`src/rtl/alu_seq.sv`:
```
// alu_seq: registered execute-stage ALU with valid/ready input handshake, a
// one-cycle out_valid pulse, and an iterative multiply/divide unit that writes
// the architectural HI/LO registers.
// Optional build macro ALU_OVERFLOW_EN adds the registered signed-overflow
// output ovf.
module alu_seq #(
    parameter int unsigned WIDTH = 32
) (
    input  logic             clk,
    input  logic             rst,
    input  logic             in_valid,
    output logic             in_ready,
    input  logic [WIDTH-1:0] a,
    input  logic [WIDTH-1:0] b,
    input  logic [3:0]       control,
    output logic [WIDTH-1:0] result,
    output logic             zero,
    output logic             out_valid,
    output logic             illegal,
    output logic [WIDTH-1:0] hi,
    output logic [WIDTH-1:0] lo
`ifdef ALU_OVERFLOW_EN
    ,
    output logic             ovf
`endif
);

    localparam int unsigned CNT_W = $clog2(WIDTH);

    localparam logic [3:0] OP_AND  = 4'b0000;
    localparam logic [3:0] OP_OR   = 4'b0001;
    localparam logic [3:0] OP_ADD  = 4'b0010;
    localparam logic [3:0] OP_XOR  = 4'b0011;
    localparam logic [3:0] OP_NOR  = 4'b0100;
    localparam logic [3:0] OP_SLTU = 4'b0101;
    localparam logic [3:0] OP_SUB  = 4'b0110;
    localparam logic [3:0] OP_SLT  = 4'b0111;
    localparam logic [3:0] OP_MFHI = 4'b1100;
    localparam logic [3:0] OP_MFLO = 4'b1101;

    typedef enum logic [1:0] {S_IDLE, S_BUSY, S_FIX} state_t;

    state_t                 state_q, state_d;
    logic [WIDTH-1:0]       result_q, result_d;
    logic                   zero_q, zero_d;
    logic                   out_valid_q, out_valid_d;
    logic                   illegal_q, illegal_d;
    logic [WIDTH-1:0]       hi_q, hi_d;
    logic [WIDTH-1:0]       lo_q, lo_d;
    logic [2*WIDTH-1:0]     work_q, work_d;
    logic [WIDTH-1:0]       opb_q, opb_d;
    logic [WIDTH-1:0]       a_q, a_d;
    logic [CNT_W-1:0]       cnt_q, cnt_d;
    logic                   is_div_q, is_div_d;
    logic                   qneg_q, qneg_d;
    logic                   rneg_q, rneg_d;
    logic                   divz_q, divz_d;

    logic                   accept;
    logic [WIDTH-1:0]       add_sum, sub_diff;
    logic [WIDTH-1:0]       op_res;
    logic                   op_single, op_ill;
    logic                   md_signed;
    logic [WIDTH-1:0]       a_mag, b_mag;
    logic [WIDTH:0]         mul_sum;
    logic [2*WIDTH-1:0]     mul_step;
    logic [WIDTH:0]         rem_sh;
    logic                   div_ge;
    logic [WIDTH-1:0]       div_diff;
    logic [2*WIDTH-1:0]     div_step;
    logic [WIDTH-1:0]       fix_hi, fix_lo;

    assign accept    = in_valid && (state_q == S_IDLE);
    assign add_sum   = a + b;
    assign sub_diff  = a - b;
    assign md_signed = ~control[0];
    assign a_mag     = (md_signed && a[WIDTH-1]) ? -a : a;
    assign b_mag     = (md_signed && b[WIDTH-1]) ? -b : b;

    // One shift-add multiply step: multiplier in low half, product grows from the top.
    assign mul_sum  = {1'b0, work_q[2*WIDTH-1:WIDTH]} + (work_q[0] ? {1'b0, opb_q} : '0);
    assign mul_step = {mul_sum, work_q[WIDTH-1:1]};

    // One restoring-division step: remainder in high half, quotient shifts in at bit 0.
    assign rem_sh   = {work_q[2*WIDTH-1:WIDTH], work_q[WIDTH-1]};
    assign div_ge   = rem_sh >= {1'b0, opb_q};
    assign div_diff = rem_sh[WIDTH-1:0] - opb_q;
    assign div_step = {(div_ge ? div_diff : rem_sh[WIDTH-1:0]), work_q[WIDTH-2:0], div_ge};

    // Sign fix-up and divide-by-zero override of the raw iterative result.
    always_comb begin
        fix_hi = '0;
        fix_lo = '0;
        if (is_div_q) begin
            if (divz_q) begin
                fix_lo = '1;
                fix_hi = a_q;
            end else begin
                fix_lo = qneg_q ? -work_q[WIDTH-1:0] : work_q[WIDTH-1:0];
                fix_hi = rneg_q ? -work_q[2*WIDTH-1:WIDTH] : work_q[2*WIDTH-1:WIDTH];
            end
        end else begin
            {fix_hi, fix_lo} = qneg_q ? -work_q : work_q;
        end
    end

    // Single-cycle operation decode.
    always_comb begin
        op_res    = '0;
        op_single = 1'b1;
        op_ill    = 1'b0;
        case (control)
            OP_AND:  op_res = a & b;
            OP_OR:   op_res = a | b;
            OP_ADD:  op_res = add_sum;
            OP_SUB:  op_res = sub_diff;
            OP_XOR:  op_res = a ^ b;
            OP_NOR:  op_res = ~(a | b);
            OP_SLT:  op_res = {{(WIDTH-1){1'b0}}, ($signed(a) < $signed(b))};
            OP_SLTU: op_res = {{(WIDTH-1){1'b0}}, (a < b)};
            OP_MFHI: op_res = hi_q;
            OP_MFLO: op_res = lo_q;
            4'b1000, 4'b1001, 4'b1010, 4'b1011: op_single = 1'b0;
            default: op_ill = 1'b1;
        endcase
    end

    // Next-state and datapath register updates.
    always_comb begin
        state_d     = state_q;
        result_d    = result_q;
        zero_d      = zero_q;
        out_valid_d = 1'b0;
        illegal_d   = 1'b0;
        hi_d        = hi_q;
        lo_d        = lo_q;
        work_d      = work_q;
        opb_d       = opb_q;
        a_d         = a_q;
        cnt_d       = cnt_q;
        is_div_d    = is_div_q;
        qneg_d      = qneg_q;
        rneg_d      = rneg_q;
        divz_d      = divz_q;
        case (state_q)
            S_IDLE: begin
                if (accept) begin
                    if (op_single) begin
                        result_d    = op_res;
                        zero_d      = (op_res == '0);
                        out_valid_d = 1'b1;
                        illegal_d   = op_ill;
                    end else begin
                        state_d  = S_BUSY;
                        cnt_d    = '0;
                        is_div_d = control[1];
                        qneg_d   = md_signed && (a[WIDTH-1] ^ b[WIDTH-1]);
                        rneg_d   = md_signed && a[WIDTH-1];
                        divz_d   = (b == '0);
                        a_d      = a;
                        if (control[1]) begin
                            work_d = {{WIDTH{1'b0}}, a_mag};
                            opb_d  = b_mag;
                        end else begin
                            work_d = {{WIDTH{1'b0}}, b_mag};
                            opb_d  = a_mag;
                        end
                    end
                end
            end
            S_BUSY: begin
                work_d = is_div_q ? div_step : mul_step;
                cnt_d  = cnt_q + CNT_W'(1);
                if (cnt_q == CNT_W'(WIDTH - 1)) begin
                    state_d = S_FIX;
                end
            end
            S_FIX: begin
                hi_d        = fix_hi;
                lo_d        = fix_lo;
                result_d    = fix_lo;
                zero_d      = (fix_lo == '0);
                out_valid_d = 1'b1;
                state_d     = S_IDLE;
            end
            default: state_d = S_IDLE;
        endcase
    end

    // State and datapath registers with synchronous reset.
    always_ff @(posedge clk) begin
        if (rst) begin
            state_q     <= S_IDLE;
            result_q    <= '0;
            zero_q      <= 1'b1;
            out_valid_q <= 1'b0;
            illegal_q   <= 1'b0;
            hi_q        <= '0;
            lo_q        <= '0;
            work_q      <= '0;
            opb_q       <= '0;
            a_q         <= '0;
            cnt_q       <= '0;
            is_div_q    <= 1'b0;
            qneg_q      <= 1'b0;
            rneg_q      <= 1'b0;
            divz_q      <= 1'b0;
        end else begin
            state_q     <= state_d;
            result_q    <= result_d;
            zero_q      <= zero_d;
            out_valid_q <= out_valid_d;
            illegal_q   <= illegal_d;
            hi_q        <= hi_d;
            lo_q        <= lo_d;
            work_q      <= work_d;
            opb_q       <= opb_d;
            a_q         <= a_d;
            cnt_q       <= cnt_d;
            is_div_q    <= is_div_d;
            qneg_q      <= qneg_d;
            rneg_q      <= rneg_d;
            divz_q      <= divz_d;
        end
    end

    assign in_ready  = (state_q == S_IDLE);
    assign result    = result_q;
    assign zero      = zero_q;
    assign out_valid = out_valid_q;
    assign illegal   = illegal_q;
    assign hi        = hi_q;
    assign lo        = lo_q;

`ifdef ALU_OVERFLOW_EN
    logic ovf_q, ovf_d;
    logic ovfdiv_q, ovfdiv_d;

    // Signed overflow on ADD/SUB at accept, or on DIV of most-negative by -1 at FIX.
    always_comb begin
        ovf_d    = 1'b0;
        ovfdiv_d = ovfdiv_q;
        if (state_q == S_IDLE && accept) begin
            if (control == OP_ADD) begin
                ovf_d = (a[WIDTH-1] == b[WIDTH-1]) && (add_sum[WIDTH-1] != a[WIDTH-1]);
            end else if (control == OP_SUB) begin
                ovf_d = (a[WIDTH-1] != b[WIDTH-1]) && (sub_diff[WIDTH-1] != a[WIDTH-1]);
            end
            ovfdiv_d = (control == 4'b1010) && (a == {1'b1, {(WIDTH-1){1'b0}}}) && (b == '1);
        end else if (state_q == S_FIX) begin
            ovf_d = is_div_q && ovfdiv_q;
        end
    end

    // Overflow flag registers.
    always_ff @(posedge clk) begin
        if (rst) begin
            ovf_q    <= 1'b0;
            ovfdiv_q <= 1'b0;
        end else begin
            ovf_q    <= ovf_d;
            ovfdiv_q <= ovfdiv_d;
        end
    end

    assign ovf = ovf_q;
`endif

endmodule

```
`config.mk`:
```
export PLATFORM = sky130hd
export DESIGN_NAME = alu_seq
export DESIGN_NICKNAME = d
export VERILOG_FILES = /design/src/rtl/alu_seq.sv
export SDC_FILE = /design/constraint.sdc
export NUM_CORES = 1
export LEC_CHECK = 0
export CORE_ASPECT_RATIO = 2
export CORE_MARGIN = 3
export CORE_UTILIZATION = 55
export CTS_BUF_LIST = sky130_fd_sc_hd__clkbuf_4
export DETAILED_ROUTE_END_ITERATION = 10
export PLACE_DENSITY = 0.71
export SYNTH_ARGS = -nofsm -noshare
export SYNTH_HDL_FRONTEND = slang
export SYNTH_SLANG_ARGS = --single-unit
export TNS_END_PERCENT = 10
```
`constraint.sdc`:
```
create_clock -name clk -period 6.6 [get_ports clk]
set_input_delay 1.32 -clock clk [delete_from_list [all_inputs] [get_ports clk]]
set_output_delay 1.32 -clock clk [all_outputs]
set_load 0.005 [all_outputs]
```
* Yosys cells after proc, flatten, opt, wreduce, memory -nomap -nowiden *
Index checks and enable logic that the tools add are counted.

cells by class
  $add $sub $neg = 10
  order comparisons = 3
  eq/ne operators = 20
  muxes and demuxes = 35
  bitwise gates (word level) = 8
  reductions and logical operators = 18

operators by type and width
  cell                  number
  $mux W32              14
  $pmux W32 S10         1
  $mux W64              4
  $neg A32 Y32          4
  $pmux W64 S2          1
  $logic_not A32 Y1     3
  $lt A32 B32 Y1        2
  $neg A64 Y64          1
  $pmux W32 S2          1
  $sub A32 B32 Y32      2
  $add A32 B32 Y33      1
  $ge A33 B32 Y1        1
  $add A32 B32 Y32      1
  $and A32 B32 Y32      1
  $not A32 Y32          1
  $or A32 B32 Y32       1
  $xor A32 B32 Y32      1
  $eq A4 B4 Y1 const B  6
  $eq A4 B3 Y1 const B  4
  $reduce_and A3 Y1     4
  $mux W5               2
  $pmux W5 S2           1
  $reduce_or A10 Y1     1
  $eq A4 B2 Y1 const B  2
  19 further kinds      34

word-level totals
  register bits after elaboration = 238
  input bits = 71
  output and inout port bits = 100
  logic and storage cells = 109

* Logic depth before layout (Yosys ltp) *
  word-level depth = 7
  gate-level depth with buffers = 16
  gate-level depth less buffers = 15

* Worst setup path before layout *
Ideal clock, no wire load.

  path kind = input to register
  from = input a[0]
  to = register zero_q (netlist: zero)
  setup time = 0.084 ns
  data arrival time = 5.067 ns
  data required time = 6.516 ns
  path slack = 1.449 ns
  stages on the path = 14
  buffers on the path = 0
  cells stage by stage = inv_1 -> ha_1 -> fa_1 -> or2_2 -> a211o_1 -> a21oi_1 -> o311a_1 -> mux2_2 -> a211oi_1 -> nand4b_1 -> or4_1 -> or4_1 -> or4b_1 -> o31ai_2

on the way
  cells in the longest elaborated chain, start to end = 7
  elaborated cells on any way between the ends = 13
  classes of those cells = 2 x add/sub; 2 x order compare; 4 x mux; 4 x bitwise; 1 x reduce/logical

RTL lines
  element                                                                   RTL line  text
  from (decl)                                                               13        input logic [WIDTH-1:0] a,
  parallel branches: the longest is 2 deep, another holds $sub A32 B32 Y32  --
  $pmux W32 S10 *                                                           112       case (control)
  $logic_not A32 Y1 *                                                       150       zero_d = (op_res == '0);
  $mux W1 *                                                                 148       if (op_single) begin
  $mux W1 *                                                                 147       if (accept) begin
  $pmux W1 S2 *                                                             145       case (state_q)
  to (signal assigned)                                                      211       zero_q <= zero_d;
  to (decl)                                                                 45        logic zero_q, zero_d;

Every way passes the cells marked *. The select of a mux whose other input is x is not followed.
A chain may end at the register's enable or synchronous reset.

* Worst setup path after layout *
  from = input a[1]
  to = register zero_q (netlist: zero)

Same word-level chain as after synthesis.

==> results.txt <==
Measured along the y axis, the die boundary spans 300 µm. The tools report the total congestion overflow after global routing as 0. STA puts the critical path data arrival time at 6.51 ns.

The setup slack of the most critical reg-to-reg path was 1.42 ns. The final-layout fill cell count was 3749; the number of cells in the design after placement was 3933. Based on the critical path, the design can be clocked at up to 175 MHz.

The logs give 0.0263 mm² for the standard cell area after detailed placement and 88 for the distinct cell type count of the synthesized netlist. Classification of the worst setup path: in -> reg. The run gives 35.8% as the part of the power in combinational logic. After clock tree synthesis, the clock-pin slew on the worst setup and hold paths is 0.08 ns. In the synthesized netlist the async set-or-reset flop fraction comes to 0%. During placement, the flow inserted port buffers numbering 170. The final-report hold violation count came out at 0.

Setup repair after global routing left no endpoint under its margin. After the first detailed-routing iteration, the DRC count stood at 3908. TritonCTS built the clock tree. Setup total negative slack on the finished layout was measured at 0 ns. The overall die area is 0.0459 mm². The logs give 2 for the H-tree depth and 0 for the max-slew violation count. After floorplanning, the core was sized to cover 0.0427 mm². Of the cells placed in the final design, the portion with a size suffix greater than 1 is 8.60%. The cell type of the slowest stage on the worst timing path is or4_1. The power density over the cells is 170 mW/mm². The total detailed-routing wirelength is 118000 µm. The top routing layer in use was met5.

Cell internal power was estimated by the tool at 2.76 mW. Leaving out filler cells and counting taps, the final layout contains 4040. In this run the core area contains 107 standard-cell rows. The synthesized netlist occupies a cell area of 0.0238 mm².

In this run, CTS created clock tree buffers numbering 57. Max-cap violations in this run came to 0. The logs give 7 for the number of optimization iterations in the first detailed-route pass and 11800 µm for the routed wire length on met3.

For this design the total switching power over the nets is 1.84 mW. The area growth from synthesis to final layout came out at 14.0%. Measured on the finished design, the core utilization comes to 63.5%. The clock passes through at most 3 buffers. The signal on the critical path passes through clkdlybuf4s50_1, inv_1, ha_1, a211oi_1, o21bai_1, a21oi_1, nor2_1, a211oi_1, nor4b_1, buf_4, nand4b_1, or4_1, or4_1, or4b_1, o31ai_2. The largest clock skew in the final design was 0.0614 ns. Dividing the detail-routed wire length by the instance count gives 29.2 µm. For this block, wires on met1 add up to 36300 µm. Once detail routing completed, the nets flagged for antenna violations numbered 0.

The sequential element share of the synthesized area was 20.0%; the post-detailed-route via-to-cell ratio was 7.08. The delay of the slowest critical-path stage was 0.62 ns; the final weighted congestion in routability-driven placement was 1.11. For the pin with the worst max-slew slack, the measured transition is 1.33 ns. Post-route minimum period: 5.71 ns.

The standby leakage power is 10.6 nW. For this run, the leading register cell type out of synthesis is dfxtp_1. The number of antenna violations at the first check in global routing was 10. Post-CTS setup buffer count: 0. In this run, post-CTS repair resized a total of 0 instances. For this run, design rule violations remaining after detail routing come to 0.

The tree built by TritonCTS fans out to 238 sinks. Measured against its own limit, the worst slew margin works out to 10.0%. The floorplan step set the die width to 153 µm. The fraction of power consumed by sequential logic is 33.9%, and the area of all placed cells without fillers is 0.0271 mm². When the netlist entered floorplanning its net count stood at 3593. The required time reported for the critical path endpoint was 7.40 ns. The final critical path takes up 86.5% of the cycle. Once detailed placement completed, the half-perimeter wirelength came to 91500 µm.

The flow ran to the end, and the final reports show no timing, DRC or antenna violations. The number of hold buffers added after CTS was 0. The total I/O pin count was 171; the total of warnings raised by yosys was 0. The maximum number of pins on one net before global-route repair is 87, and the maximum fanout along the worst path is 4.

The synthesized design contains 0 enable-type register cells. The worst setup path is launched from a primary input. The number of instances in the synthesized netlist is 3340. The clock network fraction of design power was 30.3%; the overall fraction of global-route tracks in use was 49.4%. The synthesized design contains 238 register bits. Number of setup violations in the final report: 0. The worst hold slack across all endpoints is 0.458 ns. The path category of the worst min-delay check is reg -> reg.

The endpoint class of the critical path is a flip-flop. The tools report the clock latency on the worst-skew pair as 0.91 ns. The routed layout has 28604 vias. After detailed routing, the met2 layer carries 53900 µm of wire.

Of the total power, the share spent switching nets is 40.0%. The initial utilization of the core area, before any placement, comes to 55.7%. In the final design database the tool counted 3701 nets.

The synthesized area per cell is 7.12 µm², and the first-pass GRT wire length is 173000 µm. The via count of the first global-routing pass was 28148. The CTS root buffer was clkbuf_4. IR analysis of the VDD net gives a maximum drop of 0.199 mV.
worst paths after layout:
check | cells past startpoint | from | to
worst max register to register | 11 | state_q[1] | zero
worst max-delay path | 15 | a[1] | zero
worst min register to register | 2 | a_q[3] | a_q[3]
worst min-delay path | 2 | a_q[3] | a_q[3]
flip-flops by register name (all words and copies together) (netlist names):
register	count
state_q	2
result	32
out_valid	1
a_q	32
rneg_q	1
opb_q	32
hi	32
qneg_q	1
work_q	64
is_div_q	1
cnt_q	5
zero	1
lo	32
divz_q	1
illegal	1
power by group through the flow:
| stage | combinational [mW] | sequential (mW) | clock [mW] |
|---|---|---|---|
| 6_report | 1.65 | 1.56 | 1.39 |
| 5_1_grt | 1.73 | 1.56 | 1.44 |
| 4_1_cts | 1.58 | 1.55 | 1.37 |
| 3_5_place_dp | 1.57 | 1.59 | 0 |
| 3_3_place_gp | 1.54 | 1.58 | 0 |
| 2_1_floorplan | 0.987 | 1.55 | 0 |
critical path, delay by kind of cell:
kind,cells,cell delay [ns]
adder cells (fa/ha/maj),1,0.40
AND/OR/NAND/NOR,6,2.29
buffers and inverters,3,0.87
AO/OA/AOI/OAI,5,1.62
area by class of cell:
type	count	area, µm²	share of cell area (%)
Antenna cell	6	15.0	0.0554
Clock inverter	20	171	0.632
Clock buffer	80	601	2.22
Timing Repair Buffer	296	2690	9.92
Tap cell	545	682	2.52
Inverter	163	612	2.26
Multi-Input combinational cell	2692	17600	64.8
Sequential cell	238	4770	17.6
cell usage in the layout (no fill, tap or decap), types with 86 or more instances in the layout:
cell             netlist  routed
dfxtp_1              238     235
nor2_1               333     330
inv_1                162     161
xnor2_1              154     154
nand2_1              391     391
o211ai_1              92      92
o21ai_0              189     189
clkdlybuf4s50_1        0     167
mux2i_1               86      86
a21oi_1              337     337
ha_1                 178     178
a211oi_1             124     124
buf_4                  0     122
cell families after synthesis:
group | after synthesis | share of synthesized area, %
AOI/OAI and AO/OA | 1108 | 30.5
xor gates and xnor gates | 200 | 7.37
adders and majority gates | 182 | 9.71
buffers and inverters | 410 | 6.54
DFF | 238 | 20.0
muxes | 104 | 4.47
and+or+nand+nor | 1098 | 21.4
metrics by stage:
step                setup WS, ns  total power [mW]
floorplan                   1.45              2.53
global placement           0.201              3.13
detailed placement         0.168              3.15
CTS                        0.995              4.50
global route               0.725              4.73
finish                     0.893              4.60
layer usage:
| layer | vias to the layer above | track usage [%] |
|---|---|---|
| met5 | - | 0 |
| met3 | 867 | 11.8 |
| met4 | 6 | 51.2 |
| met2 | 2146 | 80.7 |
| met1 | 13258 | 49.5 |
| li1 | 12327 | - |
cells in the mapped netlist, types with 30 or more instances:
cell type  count  area [µm²]
nor3_1        51         255
clkbuf_1     205         769
buf_1         30         113
mux2i_1       86         861
nor2_1       333        1250
dfxtp_1      238        4760
xnor2_1      154        1350
nand2_1      391        1470
ha_1         178        2230
o21ai_0      189         946
a21oi_1      337        1690
a211oi_1     124         931
xor2_1        46         403
o211ai_1      92         691
a21o_1        61         458
or3_1         31         194
a31oi_1       34         213
nand3_1       56         280
nand4_1       33         206
nand2b_1      36         225
inv_1        162         608
Note: power is estimated with default switching activity, not from simulation.
